<file path="config.mk">
export PLATFORM = sky130hd
export DESIGN_NAME = day1_parser
export DESIGN_NICKNAME = d
export VERILOG_FILES = /design/src/rtl/day1_pkg.sv /design/src/rtl/day1_dec_acc.sv /design/src/rtl/day1_parser.sv
export SDC_FILE = /design/constraint.sdc
export NUM_CORES = 1
export LEC_CHECK = 0
export ABC_AREA = 1
export CORE_MARGIN = 2
export CORE_UTILIZATION = 44
export CTS_CLUSTER_SIZE = 8
export DETAILED_ROUTE_END_ITERATION = 16
export PLACE_DENSITY = 0.75
export SYNTH_ARGS = -nofsm -noshare
export SYNTH_HDL_FRONTEND = slang
export SYNTH_SLANG_ARGS = --single-unit
</file>
<file path="constraint.sdc">
create_clock -name clock_i -period 6 [get_ports clock_i]
set_input_delay 0.6 -clock clock_i [delete_from_list [all_inputs] [get_ports clock_i]]
set_output_delay 0.6 -clock clock_i [all_outputs]
set_load 0.1 [all_outputs]
</file>
<file path="src/rtl/day1_pkg.sv">
// day1_pkg: shared ASCII constants, parser state encoding and default widths for the day-1 dial path
package day1_pkg;
  localparam int DEF_MAG_WIDTH = 16;
  localparam logic [7:0] CH_L  = 8'h4c;
  localparam logic [7:0] CH_R  = 8'h52;
  localparam logic [7:0] CH_0  = 8'h30;
  localparam logic [7:0] CH_9  = 8'h39;
  localparam logic [7:0] CH_LF = 8'h0a;
  localparam logic [7:0] CH_CR = 8'h0d;
  localparam logic [7:0] CH_SP = 8'h20;
  typedef enum logic [1:0] {IDLE, DIGITS, SKIP} parse_state_t;
endpackage

</file>
<file path="src/rtl/day1_dec_acc.sv">
// day1_dec_acc: one decimal step acc*10+digit, saturating to all-ones with an overflow flag
module day1_dec_acc import day1_pkg::*; #(
  parameter int MAG_WIDTH = DEF_MAG_WIDTH
) (
  input  logic [MAG_WIDTH-1:0] acc_i,
  input  logic [3:0]           digit_i,
  output logic [MAG_WIDTH-1:0] acc_o,
  output logic                 ovf_o
);
  logic [MAG_WIDTH+3:0] wide;
  assign wide  = ({4'd0, acc_i} << 3) + ({4'd0, acc_i} << 1) + {{MAG_WIDTH{1'b0}}, digit_i};
  assign ovf_o = |wide[MAG_WIDTH+3:MAG_WIDTH];
  assign acc_o = ovf_o ? '1 : wide[MAG_WIDTH-1:0];
endmodule

</file>
<file path="src/rtl/day1_parser.sv">
// day1_parser: ASCII L/R dial lines to registered direction/magnitude pulses
module day1_parser import day1_pkg::*; #(
  parameter int MAG_WIDTH   = DEF_MAG_WIDTH,
  parameter int COUNT_WIDTH = 32
) (
  input  logic                   clock_i,
  input  logic                   clear_n_i,
  input  logic                   byte_valid_i,
  input  logic [7:0]             byte_data_i,
  input  logic                   byte_last_i,
  output logic                   direction_o,
  output logic [MAG_WIDTH-1:0]   magnitude_o,
  output logic                   instruction_valid_o,
  output logic [COUNT_WIDTH-1:0] instruction_count_o,
  output logic                   parse_error_o,
  output logic                   done_o
);
  parse_state_t state_q;
  logic [MAG_WIDTH-1:0] acc_q, acc_d;
  logic dir_q, seen_q, ovf;
  logic take, is_dig, is_lf, is_sp, is_dir, skip_cr, emit;
  day1_dec_acc #(.MAG_WIDTH(MAG_WIDTH)) u_dec_acc (
    .acc_i(acc_q),
    .digit_i(byte_data_i[3:0]),
    .acc_o(acc_d),
    .ovf_o(ovf)
  );
`ifdef DAY1_PARSER_CRLF_EN
  assign skip_cr = byte_data_i == CH_CR;
`else
  assign skip_cr = 1'b0;
`endif
  always_comb begin
    take   = byte_valid_i && !done_o;
    is_dig = byte_data_i >= CH_0 && byte_data_i <= CH_9;
    is_lf  = byte_data_i == CH_LF;
    is_sp  = byte_data_i == CH_SP;
    is_dir = byte_data_i == CH_L || byte_data_i == CH_R;
    emit   = take && state_q == DIGITS &&
             (is_dig ? byte_last_i : seen_q && (is_lf || (skip_cr && byte_last_i)));
  end
  always_ff @(posedge clock_i or negedge clear_n_i) begin
    if (!clear_n_i) begin
      state_q             <= IDLE;
      acc_q               <= '0;
      dir_q               <= 1'b0;
      seen_q              <= 1'b0;
      direction_o         <= 1'b0;
      magnitude_o         <= '0;
      instruction_valid_o <= 1'b0;
      instruction_count_o <= '0;
      parse_error_o       <= 1'b0;
      done_o              <= 1'b0;
    end else begin
      instruction_valid_o <= emit;
      if (emit) begin
        direction_o         <= dir_q;
        magnitude_o         <= is_dig ? acc_d : acc_q;
        instruction_count_o <= instruction_count_o + COUNT_WIDTH'(1);
      end
      if (take && !skip_cr) begin
        case (state_q)
          IDLE: begin
            if (is_dir) begin
              dir_q   <= byte_data_i == CH_R;
              acc_q   <= '0;
              seen_q  <= 1'b0;
              state_q <= DIGITS;
            end else if (!is_lf && !is_sp) begin
              parse_error_o <= 1'b1;
              state_q       <= SKIP;
            end
          end
          DIGITS: begin
            if (is_dig) begin
              acc_q  <= acc_d;
              seen_q <= 1'b1;
              if (ovf) parse_error_o <= 1'b1;
            end else if (is_lf) begin
              if (!seen_q) parse_error_o <= 1'b1;
              state_q <= IDLE;
            end else begin
              parse_error_o <= 1'b1;
              state_q       <= SKIP;
            end
          end
          default: if (is_lf) state_q <= IDLE;
        endcase
      end
      if (take && byte_last_i) begin
        done_o  <= 1'b1;
        state_q <= IDLE;
      end
    end
  end
endmodule

</file>
==> impl_metrics.tcl <==
set metrics [dict create \
    num_rows 39 \
    cts-root-buf "clkbuf_16" \
    gp_congestion 0.946 \
    hold_viol 0 \
    post_cts_buffers 0 \
    hp-class "input pin to async pin" \
    postLayoutCoreUtil_pct 54.0 \
    path_class "input pin to flip-flop" \
    die_h_microns 113 \
    finClkSkew_ns 0.00980 \
    cts.htree.levels 3 \
    power_leakage_nw 3.23 \
    avgSynthCellArea_sq_um 7.39 \
    synth_xor_area_share_pct 6.87 \
    synth_top_family_by_area "simple AND/OR/NAND/NOR gates" \
    synth_commonest_cells "245 x nand2_1, 72 x dfrtp_1, 69 x inv_1" \
    endpoint_kind "flip-flop" \
    yosysWarnings 0 \
    async_reset_ff_share_pct 100 \
    antenna_found_initial 0 \
    drt_iter0_markers 369 \
    multiInputGateArea_sq_um 3040 \
    rsz0062_at_grt "no" \
    grtUsageTotal_pct 20.1 \
    place_inst 900 \
    finalSetupViolCount 0 \
    relSlewSlack_pct 32.5 \
    drv_slew 0 \
    finalCritPeriodShare_pct 58.7 \
    synth.area.top_cells "dfrtp_1 34%, nand2_1 18%, ha_1 7.7%" \
    cts.clk_slew.worst_paths_ns 0.05 \
    yosys.area.top_type "dfrtp_1" \
    dr.pass1.iters 10 \
    tritoncts "yes" \
    timing.hold.ws_ns 0.395 \
    overflow 0 \
    finalNonFillerCells 916 \
    synth_enable_flop_cells 0 \
    synth-seq-area-share_pct 34.5 \
    fin_crit_ns 3.52 \
    yosys.area_share.simple_pct 39.1 \
    synth_compound_area_share_pct 3.66 \
    ys_types 43 \
    clkLatencyLatePin_ns 0.33 \
    netlist_area_sq_um 5230 \
    syn_to_final_growth_pct 19.0 \
    cts_inserted_buffers 9 \
    max_freq_ghz 0.284 \
    n_fill_cell 1091 \
    coreArea_sq_um 11500 \
    maxCapViolCount 0 \
    via_count 4691 \
    vdd_ir_drop_max_v 0.000133 \
    io_buffers 63 \
    r2r_setup_slack_ns 2.67 \
    status "finished with violations" \
    startpoint_type "input pin" \
    synth_fp_nets 753 \
    required_ns 6.22 \
    grt_start_max_net_pins 73 \
    diodes 0 \
    synth.most_common_cell "nand2_1" \
    ff_latch_area_sq_um 1800 \
    cts_num_sinks 72 \
    hold_buffers 0 \
    synth.mux.area_fraction_pct 0 \
    pin_count 64 \
    p_total_mw 1.03 \
    start_util_pct 45.4 \
    syn_inst 707 \
    synth_fa_ha_area_share_pct 8.43 \
    nets 814 \
    routed_via_density 5.12 \
    grt_first_pass_wirelength_microns 20900 \
    fin_ws_ns 2.48 \
    synth_top_cell_area_share_pct 34.5 \
    wl_microns 12500 \
    path_max_fanout 41 \
    place_area_sq_um 5940 \
    antenna_left 0 \
    hpwl_microns 9520 \
    violations "DRC" \
    die_w_microns 113 \
    synth_top_flop_cell "dfrtp_1" \
    crit_arrival_ns 3.74 \
    place_ws_ns 2.17 \
    worst_pin_slew_ns 1.01 \
    wl_per_cell_microns 13.6 \
    yosys_register_bits 72 \
    clockBufferDepth 2 \
    dieArea_sq_um 12800 \
    tns_ns 0 \
    drive_gt1_share_pct 9.44 \
    power_density_nw_per_um2 165 \
    cts_resized 0 \
    fin_area_sq_um 6220 \
    drc_errors 4 \
    grt_pass1_vias 4416 \
]
[power breakdown]
part           internal (mW)  switching, mW  leakage [nW]  total, mW
Clock                  0.321          0.185         0.134      0.507
Sequential             0.486              0         0.954      0.486
Combinational         0.0119         0.0214          2.15     0.0332
[placed cells by master, fill, tap and decap left out, types with 12 or more instances in the layout]
cell / count
nand2_1: 245
dfrtp_1: 72
inv_1: 69
clkdlybuf4s50_1: 62
nand3_1: 54
nor2_1: 45
ha_1: 32
xor2_1: 29
nor3_1: 20
a21oi_1: 15
or2_2: 15
nand3_2: 14
xnor2_1: 12
[per-layer routing]
layer  vias up  track usage (%)  wire length (microns)
li1       2375                -                      -
met1      2176             27.9                   5780
met2       133             32.1                   5870
met3         7             4.93                    744
met4         0             4.07                     65
met5         -                0                      0
[logic make-up after synthesis]
logic type               Yosys count
adder cells (fa/ha/maj)           34
buffers and inverters             90
AO/OA/AOI/OAI                     33
flip-flops                        72
AND/OR/NAND/NOR                  437
XOR/XNOR                          41
[path summary, 6_finish.rpt]
kind | start | to | cells past startpoint
min in group clock_i | dir_q$_DFFE_PN0P_ | direction_o$_DFFE_PN0P_ | 2
worst min register to register | dir_q$_DFFE_PN0P_ | direction_o$_DFFE_PN0P_ | 2
max in group asynchronous | clear_n_i | instruction_count_o[11]$_DFFE_PN0P_ | 1
worst max-delay path | byte_valid_i | instruction_count_o[19]$_DFFE_PN0P_ | 10
worst max register to register | state_q[1]$_DFFE_PN0P_ | instruction_count_o[19]$_DFFE_PN0P_ | 10
worst min-delay path | clear_n_i | instruction_count_o[18]$_DFFE_PN0P_ | 1
[area by class of cell]
cell class,instances,share of cell area (%)
Clock buffer,13,3.86
Timing Repair Buffer,63,10.1
Sequential cell,72,29.0
Tap cell,143,2.88
Inverter,77,4.69
Clock inverter,3,0.684
Multi-Input combinational cell,545,48.8
[worst max-delay path, stage by stage]
cell	delay [ns]
clkdlybuf4s50_1	0.45
nand2_1	0.10
nor2_2	0.59
nand2_2	0.64
inv_2	0.74
nand4_2	0.21
nor2_2	0.19
nand2_1	0.07
nand2_1	0.07
nand2_1	0.05
[sequential cells by signal, summed over array words and instances, names as in the netlist]
signal / count
parse_error_o: 1
seen_q: 1
direction_o: 1
acc_q: 16
state_q: 2
done_o: 1
dir_q: 1
instruction_valid_o: 1
magnitude_o: 16
instruction_count_o: 32
Power figures use the tool's default switching activity.
